$ cat src/rtl/sd_pkg.sv
// Shared arithmetic helpers and constants for the sigma-delta modulator.
package sd_pkg;

  localparam int unsigned SD_CW = 64;
  localparam logic signed [SD_CW-1:0] SD_ONE = SD_CW'(1);

  localparam int unsigned SD_ORDER_MIN = 1;
  localparam int unsigned SD_ORDER_MAX = 2;

  localparam logic [15:0] LFSR_TAPS = 16'hB400;
  localparam logic [15:0] LFSR_SEED = 16'hACE1;

  function automatic bit order_legal(input int unsigned o);
    return (o >= SD_ORDER_MIN) && (o <= SD_ORDER_MAX);
  endfunction

  function automatic logic signed [SD_CW-1:0] sd_max(input int unsigned w);
    return (SD_ONE <<< (w - 1)) - SD_ONE;
  endfunction

  function automatic logic signed [SD_CW-1:0] sd_min(input int unsigned w);
    return -(SD_ONE <<< (w - 1));
  endfunction

  // Add and saturate into a signed w-bit range.
  function automatic logic signed [SD_CW-1:0] sat_add(input logic signed [SD_CW-1:0] a,
                                                      input logic signed [SD_CW-1:0] b,
                                                      input int unsigned w);
    logic signed [SD_CW-1:0] s;
    s = a + b;
    if (s > sd_max(w)) return sd_max(w);
    if (s < sd_min(w)) return sd_min(w);
    return s;
  endfunction

  function automatic logic sat_hit(input logic signed [SD_CW-1:0] a,
                                   input logic signed [SD_CW-1:0] b,
                                   input int unsigned w);
    logic signed [SD_CW-1:0] s;
    s = a + b;
    return (s > sd_max(w)) || (s < sd_min(w));
  endfunction

  // Round-half-up of q / 2^sh.
  function automatic logic signed [SD_CW-1:0] round_shr(input logic signed [SD_CW-1:0] q,
                                                        input int unsigned sh);
    return (q + (SD_ONE <<< (sh - 1))) >>> sh;
  endfunction

  function automatic logic signed [SD_CW-1:0] clamp_round(input logic signed [SD_CW-1:0] q,
                                                          input int unsigned sh,
                                                          input int unsigned ow);
    logic signed [SD_CW-1:0] r;
    r = round_shr(q, sh);
    if (r > sd_max(ow)) return sd_max(ow);
    if (r < sd_min(ow)) return sd_min(ow);
    return r;
  endfunction

  function automatic logic clamp_hit(input logic signed [SD_CW-1:0] q,
                                     input int unsigned sh,
                                     input int unsigned ow);
    logic signed [SD_CW-1:0] r;
    r = round_shr(q, sh);
    return (r > sd_max(ow)) || (r < sd_min(ow));
  endfunction

endpackage

$ cat src/rtl/sd_lfsr16.sv
// 16-bit Galois LFSR dither source; only present when SIGMA_DELTA_DITHER_EN is defined.
`ifdef SIGMA_DELTA_DITHER_EN
module sd_lfsr16
  import sd_pkg::*;
(
  input  logic        clk,
  input  logic        rst,
  input  logic        en,
  output logic [15:0] state
);

  always_ff @(posedge clk) begin
    if (rst) begin
      state <= LFSR_SEED;
    end else if (en) begin
      state <= (state >> 1) ^ (state[0] ? LFSR_TAPS : 16'h0000);
    end
  end

endmodule
`endif

$ cat src/rtl/sigma_delta_mod.sv
// 1st/2nd-order sigma-delta modulator with framed sample hold and sticky flags.
// Define SIGMA_DELTA_DITHER_EN to add LFSR dither ahead of the quantizer.
module sigma_delta_mod
  import sd_pkg::*;
#(
  parameter int unsigned IN_WIDTH  = 16,
  parameter int unsigned OUT_WIDTH = 1,
  parameter int unsigned ORDER     = 1,
  parameter int unsigned OSR       = 4
) (
  input  logic                 clk,
  input  logic                 rst,
  input  logic                 en,
  input  logic                 in_valid,
  output logic                 in_ready,
  input  logic [IN_WIDTH-1:0]  in,
  output logic [OUT_WIDTH-1:0] sd_out,
  output logic                 sd_valid,
  output logic                 underrun,
  output logic                 overflow,
  input  logic                 clr_flags
);

  localparam int unsigned INT_W = IN_WIDTH + 3;
  localparam int unsigned Q     = IN_WIDTH - OUT_WIDTH;
  localparam int unsigned CNT_W = (OSR > 1) ? $clog2(OSR) : 1;
  localparam logic [CNT_W-1:0] LAST = CNT_W'(OSR - 1);

  if (!order_legal(ORDER)) begin : g_bad_order
    $error("sigma_delta_mod: ORDER must be 1 or 2");
  end

  logic [CNT_W-1:0]          cnt;
  logic signed [IN_WIDTH-1:0] pending;
  logic signed [IN_WIDTH-1:0] active;
  logic signed [INT_W-1:0]    i1, i2, i1_n, i2_n;
  logic signed [SD_CW-1:0]    x_w, v_w, q_w;
  logic [OUT_WIDTH-1:0]       out_n;
  logic                       sat_ev;
  logic                       boundary;

`ifdef SIGMA_DELTA_DITHER_EN
  localparam int unsigned DSH = (OUT_WIDTH == 1) ? IN_WIDTH - 3 : Q - 2;
  logic [15:0] lfsr_state;

  sd_lfsr16 u_lfsr (
    .clk   (clk),
    .rst   (rst),
    .en    (en),
    .state (lfsr_state)
  );
`endif

  assign boundary = en && (cnt == LAST);

  // Loop update: integrators, feedback and quantizer.
  always_comb begin
    x_w = SD_CW'(active);
    if (OUT_WIDTH == 1) begin
      v_w = sd_out[0] ? (SD_ONE <<< (IN_WIDTH - 1)) : -(SD_ONE <<< (IN_WIDTH - 1));
    end else begin
      v_w = SD_CW'($signed(sd_out)) <<< Q;
    end
    i1_n   = INT_W'(sat_add(SD_CW'(i1), x_w - v_w, INT_W));
    sat_ev = sat_hit(SD_CW'(i1), x_w - v_w, INT_W);
    i2_n   = i2;
    q_w    = SD_CW'(i1_n);
    if (ORDER == 2) begin
      i2_n   = INT_W'(sat_add(SD_CW'(i2), SD_CW'(i1_n) - v_w, INT_W));
      sat_ev = sat_ev | sat_hit(SD_CW'(i2), SD_CW'(i1_n) - v_w, INT_W);
      q_w    = SD_CW'(i2_n);
    end
`ifdef SIGMA_DELTA_DITHER_EN
    q_w = q_w + (SD_CW'($signed(lfsr_state[1:0])) <<< DSH);
`endif
    if (OUT_WIDTH == 1) begin
      out_n = OUT_WIDTH'(q_w >= 0);
    end else begin
      out_n  = OUT_WIDTH'(clamp_round(q_w, Q, OUT_WIDTH));
      sat_ev = sat_ev | clamp_hit(q_w, Q, OUT_WIDTH);
    end
  end

  // in_ready doubles as the pending-empty flag.
  always_ff @(posedge clk) begin
    if (rst) begin
      cnt      <= '0;
      pending  <= '0;
      active   <= '0;
      in_ready <= 1'b1;
      i1       <= '0;
      i2       <= '0;
      sd_out   <= '0;
      sd_valid <= 1'b0;
      underrun <= 1'b0;
      overflow <= 1'b0;
    end else begin
      sd_valid <= en;
      if (in_valid && in_ready) begin
        pending  <= in;
        in_ready <= 1'b0;
      end
      if (en) begin
        i1     <= i1_n;
        i2     <= i2_n;
        sd_out <= out_n;
        cnt    <= (cnt == LAST) ? '0 : cnt + CNT_W'(1);
      end
      if (boundary && !in_ready) begin
        active   <= pending;
        in_ready <= 1'b1;
      end
      underrun <= (boundary && in_ready) || (underrun && !clr_flags);
      overflow <= (en && sat_ev) || (overflow && !clr_flags);
    end
  end

endmodule

$ cat config.mk
export PLATFORM = sky130hd
export DESIGN_NAME = sigma_delta_mod
export DESIGN_NICKNAME = d
export VERILOG_FILES = /design/src/rtl/sd_pkg.sv /design/src/rtl/sd_lfsr16.sv /design/src/rtl/sigma_delta_mod.sv
export SDC_FILE = /design/constraint.sdc
export NUM_CORES = 1
export LEC_CHECK = 0
export ABC_AREA = 1
export CAP_MARGIN = 20
export CORE_MARGIN = 1
export CORE_UTILIZATION = 55
export CTS_BUF_LIST = sky130_fd_sc_hd__clkbuf_2 sky130_fd_sc_hd__clkbuf_4 sky130_fd_sc_hd__clkbuf_8
export CTS_CLUSTER_DIAMETER = 30
export DETAILED_ROUTE_END_ITERATION = 6
export HOLD_SLACK_MARGIN = 0.08
export PLACE_DENSITY = 0.75
export SLEW_MARGIN = 20
export SYNTH_ARGS = -nofsm -noshare
export SYNTH_HDL_FRONTEND = slang
export SYNTH_SLANG_ARGS = --single-unit
$ cat constraint.sdc
create_clock -name clk -period 4.7 [get_ports clk]
set_clock_uncertainty 0.05 [all_clocks]
set_input_delay 0.94 -clock clk [delete_from_list [all_inputs] [get_ports clk]]
set_output_delay 0.94 -clock clk [all_outputs]
set_load 0.01 [all_outputs]
==> impl_results.md, run 1 <==
- Crit path capture: i1[0]
- First drt pass iteration count: 4
- Peak Freq: around 240 MHz
- FF-to-FF Start: sd_out
- Setup CP Type: reg2reg
- CTS clock-pin slew for the worst setup and hold paths: around 0.070 ns
- Tot Pwr: 1.93 mW
- Worst r2r dst: i1[0]
- Sw frac: 0.400
- Sequential share of power: 0.288
- DR DRC count: 0
- CTS tree: yes
- FF-to-FF path depth: 18
- Clock network fraction of total power: 0.261
- Syn_nets: between 600 and 700
- Later-pin clock latency in the skew report: 0.34 ns
- Mux contribution to synthesized area: 0
- EDFF count, synth: 0
- Sink Count: between 50 and 60
- TNS Setup: 0 ns
- Synth unique cells: 37
- Top post-synthesis cells by area: dfxtp_1 (27%), ha_1 (11%), inv_1 (10%), nand2_1 (9.1%), fa_1 (7.6%)
- Initial antenna violation count: 0
- Die width: 89.8 um
- Final hold violation count: 0
- Synth Area in Simple Gates: 0.225
- Yosys top cell area share: 0.274
- FF-to-FF setup slack: 0.46 ns
- Startpoint types: flip-flop
- XOR/XNOR Fraction of Synth Area: 0.0331
- Final Wtd Congestion: 0.892
- Synth top cells by count: inv_1 (114), nand2_1 (103), nor2_1 (68)
- Comb pwr share: 0.451
- Setup violators final: 0
- Seq/Total Area, Yosys: 0.274
- Fin cells: 728
- Number of global-route vias before repair: 3,736
- Worst Hold Depth: 2
- Post-cts sizing count: 0
- Final #Nets: around 700
- Setup slack at placement: 0.507 ns
- Post-CTS Setup Inserts: 0
- Share of cells above drive strength 1: 0.0795
- Setup ws final: between 0.4 and 0.5 ns
- Drt first-iter violations: 132
- Clock buffer depth: 2
- Synth Area in Compound Gates: 0.158
- CTS Root Cell: clkbuf_8
- Internal power: between 1 and 1.5 mW
- HPWL Detailed: 7.03 mm
- Multi-input logic area: around 2500 um^2
- Period utilization: 0.903
- First-pass GRT wire length: 16.4 mm
- Post-synth top area cell: dfxtp_1
- RSZ-0062 raised after global routing: false
- Largest net degree at the start of global routing: 33
- Synthesis Warnings: 0
- Max-cap violations: 0
- FF+latch area: between 1000 and 1500 um^2
- Hold buffer count at cts: 0
- Worst-path maximum fanout: 18
- Sw power: 772 uW
- Yosys reg bits: 58
- Core box area: between 7000 and 8000 um^2
- Primary FF master, synth: dfxtp_1
- Die area: just over 8000 um^2
- Port Buffer Count: 25
- Asr flop ratio synth: 0
- Slew @ Worst Pin: 0.866 ns
- Placed insts: ~700
- Gate Count Post-Synth: 599
- TritonCTS Buffers: 9
- CP required: 4.86 ns
- Post-Synth Adder-Cell Area: 0.182
- VDD IR-drop max: about 0.22 mV
- Row count: 31
- Most common cell in the synthesized netlist: inv_1
- Antenna diode count: 0
- Max Transition Viols Final: 0
- Largest family of logic cells by synthesized area: simple AND/OR/NAND/NOR gates
- Crit. End Element: flip-flop
- Arr. time, crit path: around 4.4 ns
- Global Route Usage Sum: 0.250
- CTS H-tree depth: 3
- Pwr Density: between 400 and 500 nW/um^2
- Mapped Area: 4240 um^2
- Leak: roughly 2.3 nW
- Routed Antenna Nets: 0
- Layout filler cell count: about 620
- Overall die height: roughly 90 um
- Gr ovfl total: 0
- Initial Util: 0.578
- Io pins: 26
- Area Growth Syn to Fin: 12.3%
- Worst setup path startpoint: sd_out
- Routed length per instance: 12.3 um
- Vias per inst: a little over 5
- Max-slew headroom: 0.422
- Syn Area/Cell: roughly 7 um^2
- Vias: around 3.7k
- Status: completed
- Final period demand of the worst path: about 4.2 ns
- Total wire length: between 8 and 9 mm
- Hold Crit Class: reg2reg
==> layer usage <==
metal  GRT usage  up-vias  routed length [um]
li1            -     1941                   -
met1       0.313     1643                4180
met2       0.433       75                4220
met3      0.0431       16                 374
met4      0.0833        0                 188
met5           0        -                   0
==> area by class of cell <==
class / count / area share
multi-input cells: 407 / 0.532
flip-flops and latches: 58 / 0.244
inverters: 120 / 0.0947
repair buffers: 28 / 0.0573
clock buffers: 9 / 0.0260
well taps: 99 / 0.0260
clock inverters: 7 / 0.0197
==> critical path: stages, from the launching register on <==
cell and delay, ns:
dfxtp_1 0.37, fa_1 0.67, ha_1 0.56, inv_2 0.08
nor2_1 0.10, nand2_1 0.09, nor2_2 0.12, nand2_2 0.10
nand3_1 0.12, fa_1 0.45, nor4b_1 0.32, nand3_1 0.14
nor2_1 0.16, nand2_1 0.08, inv_2 0.06, nand3_4 0.07
a21oi_4 0.11, buf_4 0.32, a21oi_1 0.12
==> through the flow <==
stage                     instance area [um^2]   util  hold slack (ns)
after floorplan                           4240      -            0.385
after global placement                    4540  0.619            0.400
after detailed placement                  4540  0.619            0.407
after CTS                                 4760  0.649            0.419
after global routing                      4760  0.649            0.443
final                                     4760  0.649            0.417
==> power groups by stage <==
stage	Combinational [mW]	Sequential (mW)	Clock, mW
floorplan	0.678	0.562	0
global placement	0.851	0.563	0
detailed placement	0.859	0.565	0
CTS	0.869	0.555	0.510
global route	0.992	0.560	0.538
finish	0.869	0.554	0.504
==> worst min-delay path by stage <==
| stage | from | end | slack (ns) |
|---|---|---|---|
| 2_1_floorplan | active[10] | active[10] | 0.39 |
| 3_3_place_gp | active[6] | active[6] | 0.40 |
| 3_5_place_dp | active[13] | active[13] | 0.41 |
| 4_1_cts | active[13] | active[13] | 0.42 |
| 5_1_grt | active[11] | active[11] | 0.44 |
| 6_report | active[13] | active[13] | 0.42 |
==> layout by cell type (no fill, tap or decap), types with 16 or more instances in the layout <==
cell	netlist	routed
a21oi_1	37	37
nand2_1	103	103
nor2_1	68	68
clkdlybuf4s50_1	0	25
dfxtp_1	58	58
o21ai_0	55	55
fa_1	16	16
inv_1	114	114
ha_1	36	36
nand3_1	22	22
==> registers in the layout, indices dropped and copies added (netlist names) <==
name	cells
sd_out	1
pending	16
i1	19
underrun	1
in_ready	1
overflow	1
active	16
cnt	2
sd_valid	1
==> cell families after synthesis <==
group	Yosys count
AND/OR/NAND/NOR	223
buffers and inverters	134
AO/OA/AOI/OAI	116
flip-flops	58
adder cells (fa/ha/maj)	52
XOR/XNOR	16
(Power assumes the default switching activity.)
==> run 2, diff against run 1 <==
==> constraint.sdc (replaced) <==
create_clock -name clk -period 5.5 [get_ports clk]
set_clock_uncertainty 0.05 [all_clocks]
set_input_delay 1.1 -clock clk [delete_from_list [all_inputs] [get_ports clk]]
set_output_delay 1.1 -clock clk [all_outputs]
set_load 0.01 [all_outputs]
==> run 2 against run 1 <==
Final cell count down 0.27%. Non-clock buffer count down 2. Via count up 0.98%. Clock-buffer cell count up 1. Critical path type unchanged. Clock power down 22%. Largest cell class unchanged. Power down 17%. Worst hold slack worse by 0.00079 ns. Highest routed layer unchanged. Combinational power down 16%.
==> impl_results.md, run 2 (synthesis gave the netlist of run 1 again) <==
- Final #Nets: 695
- Post-CTS Setup Inserts: 0
- Grt met1 use: 0.307
- Most common cell after layout, fill and taps aside: inv_1
- Row count: 31
- Io pins: 26
- Grt peak-use layer: met2
- Max Transition Viols Final: 0
- GR Layer Usage met3: 0.0457
- Pwr Density: 339 nW/um^2
- Port Buffer Count: 25
- Max-cap violations: 0
- Startpoint types: flip-flop
- Vias per inst: just over 5
- Met2 Track Usage GR: 0.390
- Setup violators final: 0
- Initial antenna violation count: 0
- Post-cts sizing count: 0
- Global Route Usage Sum: 0.236
- Layout filler cell count: ~660
- Clock buffer depth: 2
- Antenna diode count: 0
- CTS tree: yes
- DR DRC count: 0
- FF+latch area: between 1000 and 1500 um^2
- Multi-input logic area: around 2500 um^2
- Die area: around 8100 um^2
- Total wire length: about 8.6 mm
- Slew @ Worst Pin: about 0.79 ns
- Core box area: ~7300 um^2
- Period utilization: 0.814
- Largest net degree at the start of global routing: 33
- Die width: 89.8 um
- VDD IR-drop max: between 0.2 and 0.25 mV
- Max-slew headroom: 0.472
- Final period demand of the worst path: around 4.5 ns
- Gr ovfl total: 0
- Vias: ~3.7k
- Area Growth Syn to Fin: 11.6%
- RSZ-0062 raised after global routing: false
- Biggest register: i1
- First-pass GRT wire length: between 15 and 20 mm
- Final Wtd Congestion: slightly above 0.9
- Hold buffer count at cts: 0
- Leak: approximately 2.3 nW
- Routed Antenna Nets: 0
- CP required: ~5.6 ns
- TNS Setup: 0 ns
- Fin Hold WS: 0.416 ns
- CTS clock-pin slew for the worst setup and hold paths: about 0.060 ns
- Overall die height: 89.8 um
- Final hold violation count: 0
- CTS Root Cell: clkbuf_8
- Largest register FFs: 19
- HPWL Detailed: between 6 and 7 mm
- Routed length per instance: ~12 um
- Status: completed
- Tot Pwr: 1.60 mW
- CTS H-tree depth: 3
- Arr. time, crit path: between 4 and 5 ns
- Worst-path maximum fanout: 18
- Biggest regs: i1 x19, active x16, pending x16
- Peak Freq: about 220 MHz
- Share of cells above drive strength 1: 0.0766
- Sink Count: 58
- Drt first-iter violations: 166
- Commonest non-fill, non-tap cells in the layout: inv_1 (114), nand2_1 (103), nor2_1 (68)
- Later-pin clock latency in the skew report: roughly 0.34 ns
- Hold Crit Class: reg2reg
- Number of global-route vias before repair: approximately 3.6k
- Initial Util: 0.578
- TritonCTS Buffers: 9
- First drt pass iteration count: 5
- Setup CP Type: reg2reg
- Crit. End Element: flip-flop
## run 2: critical path, cell delays in order, from the launching register on
cell     delay (ns)
dfxtp_1        0.45
fa_1           0.68
ha_1           0.57
nand2_1        0.11
inv_2          0.06
nand2_1        0.06
nor2_1         0.10
nand2_1        0.09
nand3_2        0.15
inv_1          0.07
fa_1           0.47
inv_1          0.05
nor4_1         0.25
nand3_1        0.11
nor2_1         0.15
nand2_1        0.08
inv_2          0.06
nand3_4        0.07
a21oi_4        0.55
a21oi_1        0.15
## run 2: layout make-up
class,instances,share of cell area
clock inverter,6,0.0140
clock buffer,10,0.0291
multi-input combinational,407,0.535
timing repair buffer,26,0.0545
inverter,120,0.0952
tap,99,0.0262
sequential,58,0.246
## run 2: worst paths after layout
check / cells past startpoint / startpoint / slack, ns / to
setup / recovery: 19 / active[15] / 1.02 / i1[0]
hold / removal: 2 / active[13] / 0.42 / active[13]
setup reg to reg: 19 / active[15] / 1.02 / i1[0]
hold reg to reg: 2 / active[13] / 0.42 / active[13]
## run 2: power breakdown
part / switching, mW / internal, mW / total [mW]
sequential: 0.0184 / 0.456 / 0.475
clock: 0.173 / 0.221 / 0.394
combinational: 0.459 / 0.275 / 0.734
## run 2: metrics by stage
step	instance area, um^2	cells	worst slack, ns	util
5_1_grt	4730	726	0.662	0.645
3_3_place_gp	4530	710	1.14	0.617
4_1_cts	4730	726	1.03	0.645
2_1_floorplan	4240	599	1.62	-
3_5_place_dp	4530	710	1.04	0.617
6_report	4730	726	1.02	0.645
## run 2: routing by layer
metal,part of all wire,wire length [um]
met2,0.46,4010
met4,0.015,130
met5,0,0
met1,0.48,4130
met3,0.040,347
==> run 3, diff against run 2 <==
==> constraint.sdc (replaced) <==
create_clock -name clk -period 4.4 [get_ports clk]
set_clock_uncertainty 0.05 [all_clocks]
set_input_delay 0.88 -clock clk [delete_from_list [all_inputs] [get_ports clk]]
set_output_delay 0.88 -clock clk [all_outputs]
set_load 0.01 [all_outputs]
==> run 3 against run 2 <==
Sequential power grew 25%. Highest routed layer unchanged. Via count grew 0.49%. Power grew 24%. Die area is the same. Worst hold slack lost 0.0016 ns. Register-to-register slack lost 0.65 ns. Final cell count grew 0.55%. Non-clock buffer count grew 3. Combinational power grew 29%. Critical path depth grew 5.
==> impl_results.md, run 3 (synthesis gave the netlist of run 1 again) <==
- Status: completed
- Routed length per instance: ~12 um
- First drt pass iteration count: 5
- Most common cell after layout, fill and taps aside: inv_1
- Area Growth Syn to Fin: 12.6%
- VDD IR-drop max: 0.233 mV
- Initial Util: 0.578
- Final #Nets: 700
- Layout filler cell count: approximately 630
- Crit. End Element: flip-flop
- HPWL Detailed: about 6.7 mm
- Routed Antenna Nets: 0
- Period utilization: 0.915
- Port Buffer Count: 25
- Max Transition Viols Final: 0
- Io pins: 26
- Die area: about 8000 um^2
- Hold Crit Class: reg2reg
- Leak: ~2.3 nW
- Slew @ Worst Pin: slightly below 0.8 ns
- Peak Freq: roughly 250 MHz
- DP Area: roughly 4500 um^2
- Total wire length: 8.83 mm
- CP required: ~4.6 ns
- Worst-path maximum fanout: 7
- Max-cap violations: 0
- Startpoint types: flip-flop
- TritonCTS Buffers: 9
- Final hold violation count: 0
- Final Wtd Congestion: 0.921
- Largest register FFs: 19
- Max-slew headroom: 0.472
- CTS clock-pin slew for the worst setup and hold paths: approximately 0.07 ns
- Initial antenna violation count: 0
- Share of cells above drive strength 1: 0.0872
- Row count: 31
- FF-to-FF setup slack: ~0.37 ns
- Overall die height: 89.8 um
- Post-CTS Setup Inserts: 0
- Commonest non-fill, non-tap cells in the layout: inv_1 (114), nand2_1 (102), nor2_1 (68)
- Drt first-iter violations: between 150 and 200
- Global Route Usage Sum: 0.229
- Multi-input logic area: approximately 2600 um^2
- Post-route cell area: roughly 4800 um^2
- Setup CP Type: reg2reg
- Tot Pwr: around 2.0 mW
- DR DRC count: 0
- Largest net degree at the start of global routing: 54
- Pwr Density: 417 nW/um^2
- Biggest register: i1
- CTS tree: yes
- CTS H-tree depth: 3
- Vias: 3,729
- Fin Hold WS: 0.415 ns
- Arr. time, crit path: about 4.2 ns
- Setup slack at placement: approximately 0.24 ns
- Biggest regs: i1 x19, active x16, pending x16
- TNS Setup: 0 ns
- Die width: about 90 um
- Final period demand of the worst path: 4.03 ns
- Antenna diode count: 0
- CTS Root Cell: clkbuf_8
- Later-pin clock latency in the skew report: between 0.3 and 0.4 ns
- Sink Count: 58
- FF+latch area: 1160 um^2
- Setup violators final: 0
- Gr ovfl total: 0
- Setup ws final: roughly 0.37 ns
- Core box area: 7330 um^2
- Number of global-route vias before repair: 3,517
- Clock buffer depth: 2
- First-pass GRT wire length: roughly 15 mm
- Vias per inst: between 5 and 6
[run 3: final cells by class]
class	instances	share of cell area
multi-input combinational	409	0.536
sequential	58	0.244
inverter	120	0.0945
timing repair buffer	29	0.0596
clock buffer	12	0.0346
tap	99	0.0260
clock inverter	3	0.00499
[run 3: what timing repair did]
action / CTS / global route
hold buffers: 0 / 0
resized for setup: 0 / 6
setup endpoints to repair: 0 / 19
[run 3: worst paths after layout]
| kind | cells after the start | start | to |
|---|---|---|---|
| min | 2 | active[13] | active[13] |
| max reg2reg | 24 | sd_out | overflow |
| min reg2reg | 2 | active[13] | active[13] |
| max | 24 | sd_out | overflow |
[run 3: routing by layer]
layer | GRT usage | up-vias | part of all wire
met5 | 0 | - | 0
met4 | 0.102 | 0 | 0.019
met3 | 0.0381 | 16 | 0.036
met2 | 0.376 | 73 | 0.47
met1 | 0.294 | 1690 | 0.47
li1 | - | 1950 | -
[run 3: where the power goes]
part	total, mW	leakage, nW	switching, mW	internal (mW)
clock	0.449	0.0907	0.202	0.248
combinational	0.944	1.73	0.594	0.351
sequential	0.594	0.479	0.0231	0.571
[run 3: through the flow]
| stage | instances | util |
|---|---|---|
| 2_1_floorplan | 599 | - |
| 3_3_place_gp | 713 | 0.620 |
| 3_5_place_dp | 713 | 0.620 |
| 4_1_cts | 728 | 0.646 |
| 5_1_grt | 730 | 0.650 |
| 6_report | 730 | 0.650 |
[run 3: critical path, cell delays in order (launching register included)]
cell and delay, ns:
dfxtp_2 0.38, inv_1 0.09, fa_1 0.53, inv_1 0.04, ha_1 0.34, nand2_1 0.11, inv_1 0.04, nand2_1 0.05
nand2_1 0.06, a21oi_1 0.23, nand3_2 0.21, inv_1 0.12, fa_1 0.41, inv_1 0.09, nand4_1 0.09, nor3_1 0.13
nand3_1 0.09, nor2_1 0.13, nand3_1 0.10, nor2_1 0.13, nand2_2 0.14, nand2_4 0.16, nand2_1 0.07, nand2_1 0.08
nand2_1 0.05
==> patch, RTL diff (flow settings as in run 3) <==
Add a define of `SIGMA_DELTA_DITHER_EN`.
--- a/src/rtl/sd_lfsr16.sv
+++ b/src/rtl/sd_lfsr16.sv
@@ -1,4 +1,6 @@
 // 16-bit Galois LFSR dither source; only present when SIGMA_DELTA_DITHER_EN is defined.
+`define SIGMA_DELTA_DITHER_EN
+
 `ifdef SIGMA_DELTA_DITHER_EN
 module sd_lfsr16
   import sd_pkg::*;
Check against the original RTL: not equivalent (a bounded check fails within 10 cycles, from zero or initial values and one cycle with rst high).
==> patch against run 3 <==
  * Wire length grew 27%
  * Die area rose by 16%
  * Largest cell class unchanged
  * Power increased by 48%
  * Cell area is 27% higher
  * Setup slack got worse by 0.70 ns
  * Sequential power increased by 29%
  * Global-route usage is 3.0 points higher
  * The run now ends with setup timing left
  * Sequential cell count up 16
  * First-iteration DRC count grew 20%
  * Combinational power grew 75%
  * Count of clock-buffer cells in the layout decreased by 2
  * Highest routed layer unchanged
  * Clock power is 14% higher
  * Synthesized area rose by 17%
==> patch: results (changes against run 3) <==
INFO  metric final_critical_path_setup_slack = -0.329 ns (-0.701 ns)
INFO  metric ys_top_cells_by_count = 119 x sky130_fd_sc_hd__nor2_1, 107 x sky130_fd_sc_hd__nand2_1, 98 x sky130_fd_sc_hd__inv_1
INFO  metric final.hold.worst_slack = 0.411 ns (-0.00307 ns)
INFO  metric yosys.cell_types.count = 35 (-5.4%)
INFO  metric post_synth.cell_area_avg = 7.06 um2 (-0.23%)
INFO  metric place_ws = -0.393 ns (-0.629 ns)
INFO  metric dp_cells = 880 (+23%)
INFO  metric timing.critical_path.max_delay_family = adder cells
INFO  metric avgViaCountPerCell = 5.15 (+0.87%)
INFO  metric ant_diodes = 0 (unchanged)
INFO  metric first_iter_violations = 214 (+20%)
INFO  metric switching_share = 40.6% (-0.54 points)
INFO  metric global_route.usage.met3 = 3.83% (+0.022 points)
INFO  metric ranking_of_synthesized_cells_by_area = sky130_fd_sc_hd__dfxtp_1 30%, sky130_fd_sc_hd__ha_1 10%, sky130_fd_sc_hd__nor2_1 9.0%
INFO  metric critical_path.max_fanout = 6 (-1)
INFO  metric violations = setup timing
INFO  metric place_area = 5820 um2 (+28%)
INFO  metric ir_drop = 297 uV (+28%)
INFO  metric final_cells = 896 (+23%)
INFO  metric n_fill_cell = 714 (+14%)
INFO  metric maxSlewHeadroom = 33.3% (-14 points)
INFO  metric first_global_vias = 4629 (+32%)
INFO  metric portion_of_the_post_synthesis_area_used_by_sequential_elements = 30.0% (+2.6 points)
INFO  metric grt_max_degree = 39 (-28%)
INFO  metric nets = 863 (+23%)
INFO  metric place_hpwl = 8710 um (+30%)
INFO  metric leak_pwr = 0.00291 uW (+26%)
INFO  metric grt_pass1_wl = 20200 um (+33%)
INFO  metric finalWeightedCongestion = 0.918 (-0.32%)
INFO  metric r2r_start = active[15]
INFO  metric arrival = 4.88 ns (+0.67 ns)
INFO  metric grt.met2_usage = 44.9% (+7.2 points)
INFO  metric setup_violations = 1 (+1)
INFO  metric syn-num-nets = 779 (+16%)
INFO  metric worstHoldEndpoint = u_lfsr.state[6]
INFO  metric status = complete, but fails checks
patch: how the worst max path moves through the flow:
stage / from / to / slack [ns]
global placement: active[15] / sd_out / -0.17
finish: active[15] / sd_out / -0.33
detailed placement: active[15] / sd_out / -0.39
global route: active[15] / sd_out / -0.54
floorplan: active[15] / sd_out / -0.04
CTS: active[15] / sd_out / -0.24
patch: routing by layer:
metal	vias to the layer above	routed length, um
li1	2408	-
met1	2093	5110
met2	100	5430
met3	16	486
met4	0	160
met5	-	0
patch: final cells by class:
cell class	instances	area, um2	share of cell area (%)
tap	108	135	2.23
multi-input combinational	503	3080	50.8
inverter	101	379	6.25
sequential	74	1490	24.5
clock buffer	10	138	2.27
timing repair buffer	95	788	13.0
clock inverter	5	55.1	0.908
patch: cells by family (layout without fill, tap and decap cells):
group,Yosys count,in the layout,synth area share [%]
AO/OA/AOI/OAI,131,131,14.1
XOR/XNOR,17,17,3.01
adder cells (fa/ha/maj),58,58,17.3
buffers and inverters,123,211,9.60
flip-flops,74,74,30.0
AND/OR/NAND/NOR,297,297,26.0
patch: what timing repair did:
action	CTS	global route
pin swaps	7	5
setup endpoints to repair	1	1
buffers inserted	1	0
gates resized for setup	9	4
cloned	0	0
patch: power groups by stage:
stage                     sequential, uW  clock [uW]  combinational (uW)
after floorplan                      777           0                1040
after global routing                 778         549                1860
after detailed placement             784           0                1590
after CTS                            769         525                1640
after global placement               779           0                1540
final                                769         513                1650
patch: per-stage QoR:
| stage | util (%) | setup TNS, ns | power [uW] |
|---|---|---|---|
| after floorplan | - | -0.0371 | 1820 |
| after global placement | 66.7 | -0.171 | 2320 |
| after detailed placement | 66.7 | -0.393 | 2380 |
| after CTS | 69.5 | -0.238 | 2930 |
| after global routing | 69.6 | -0.545 | 3190 |
| final | 69.6 | -0.329 | 2930 |
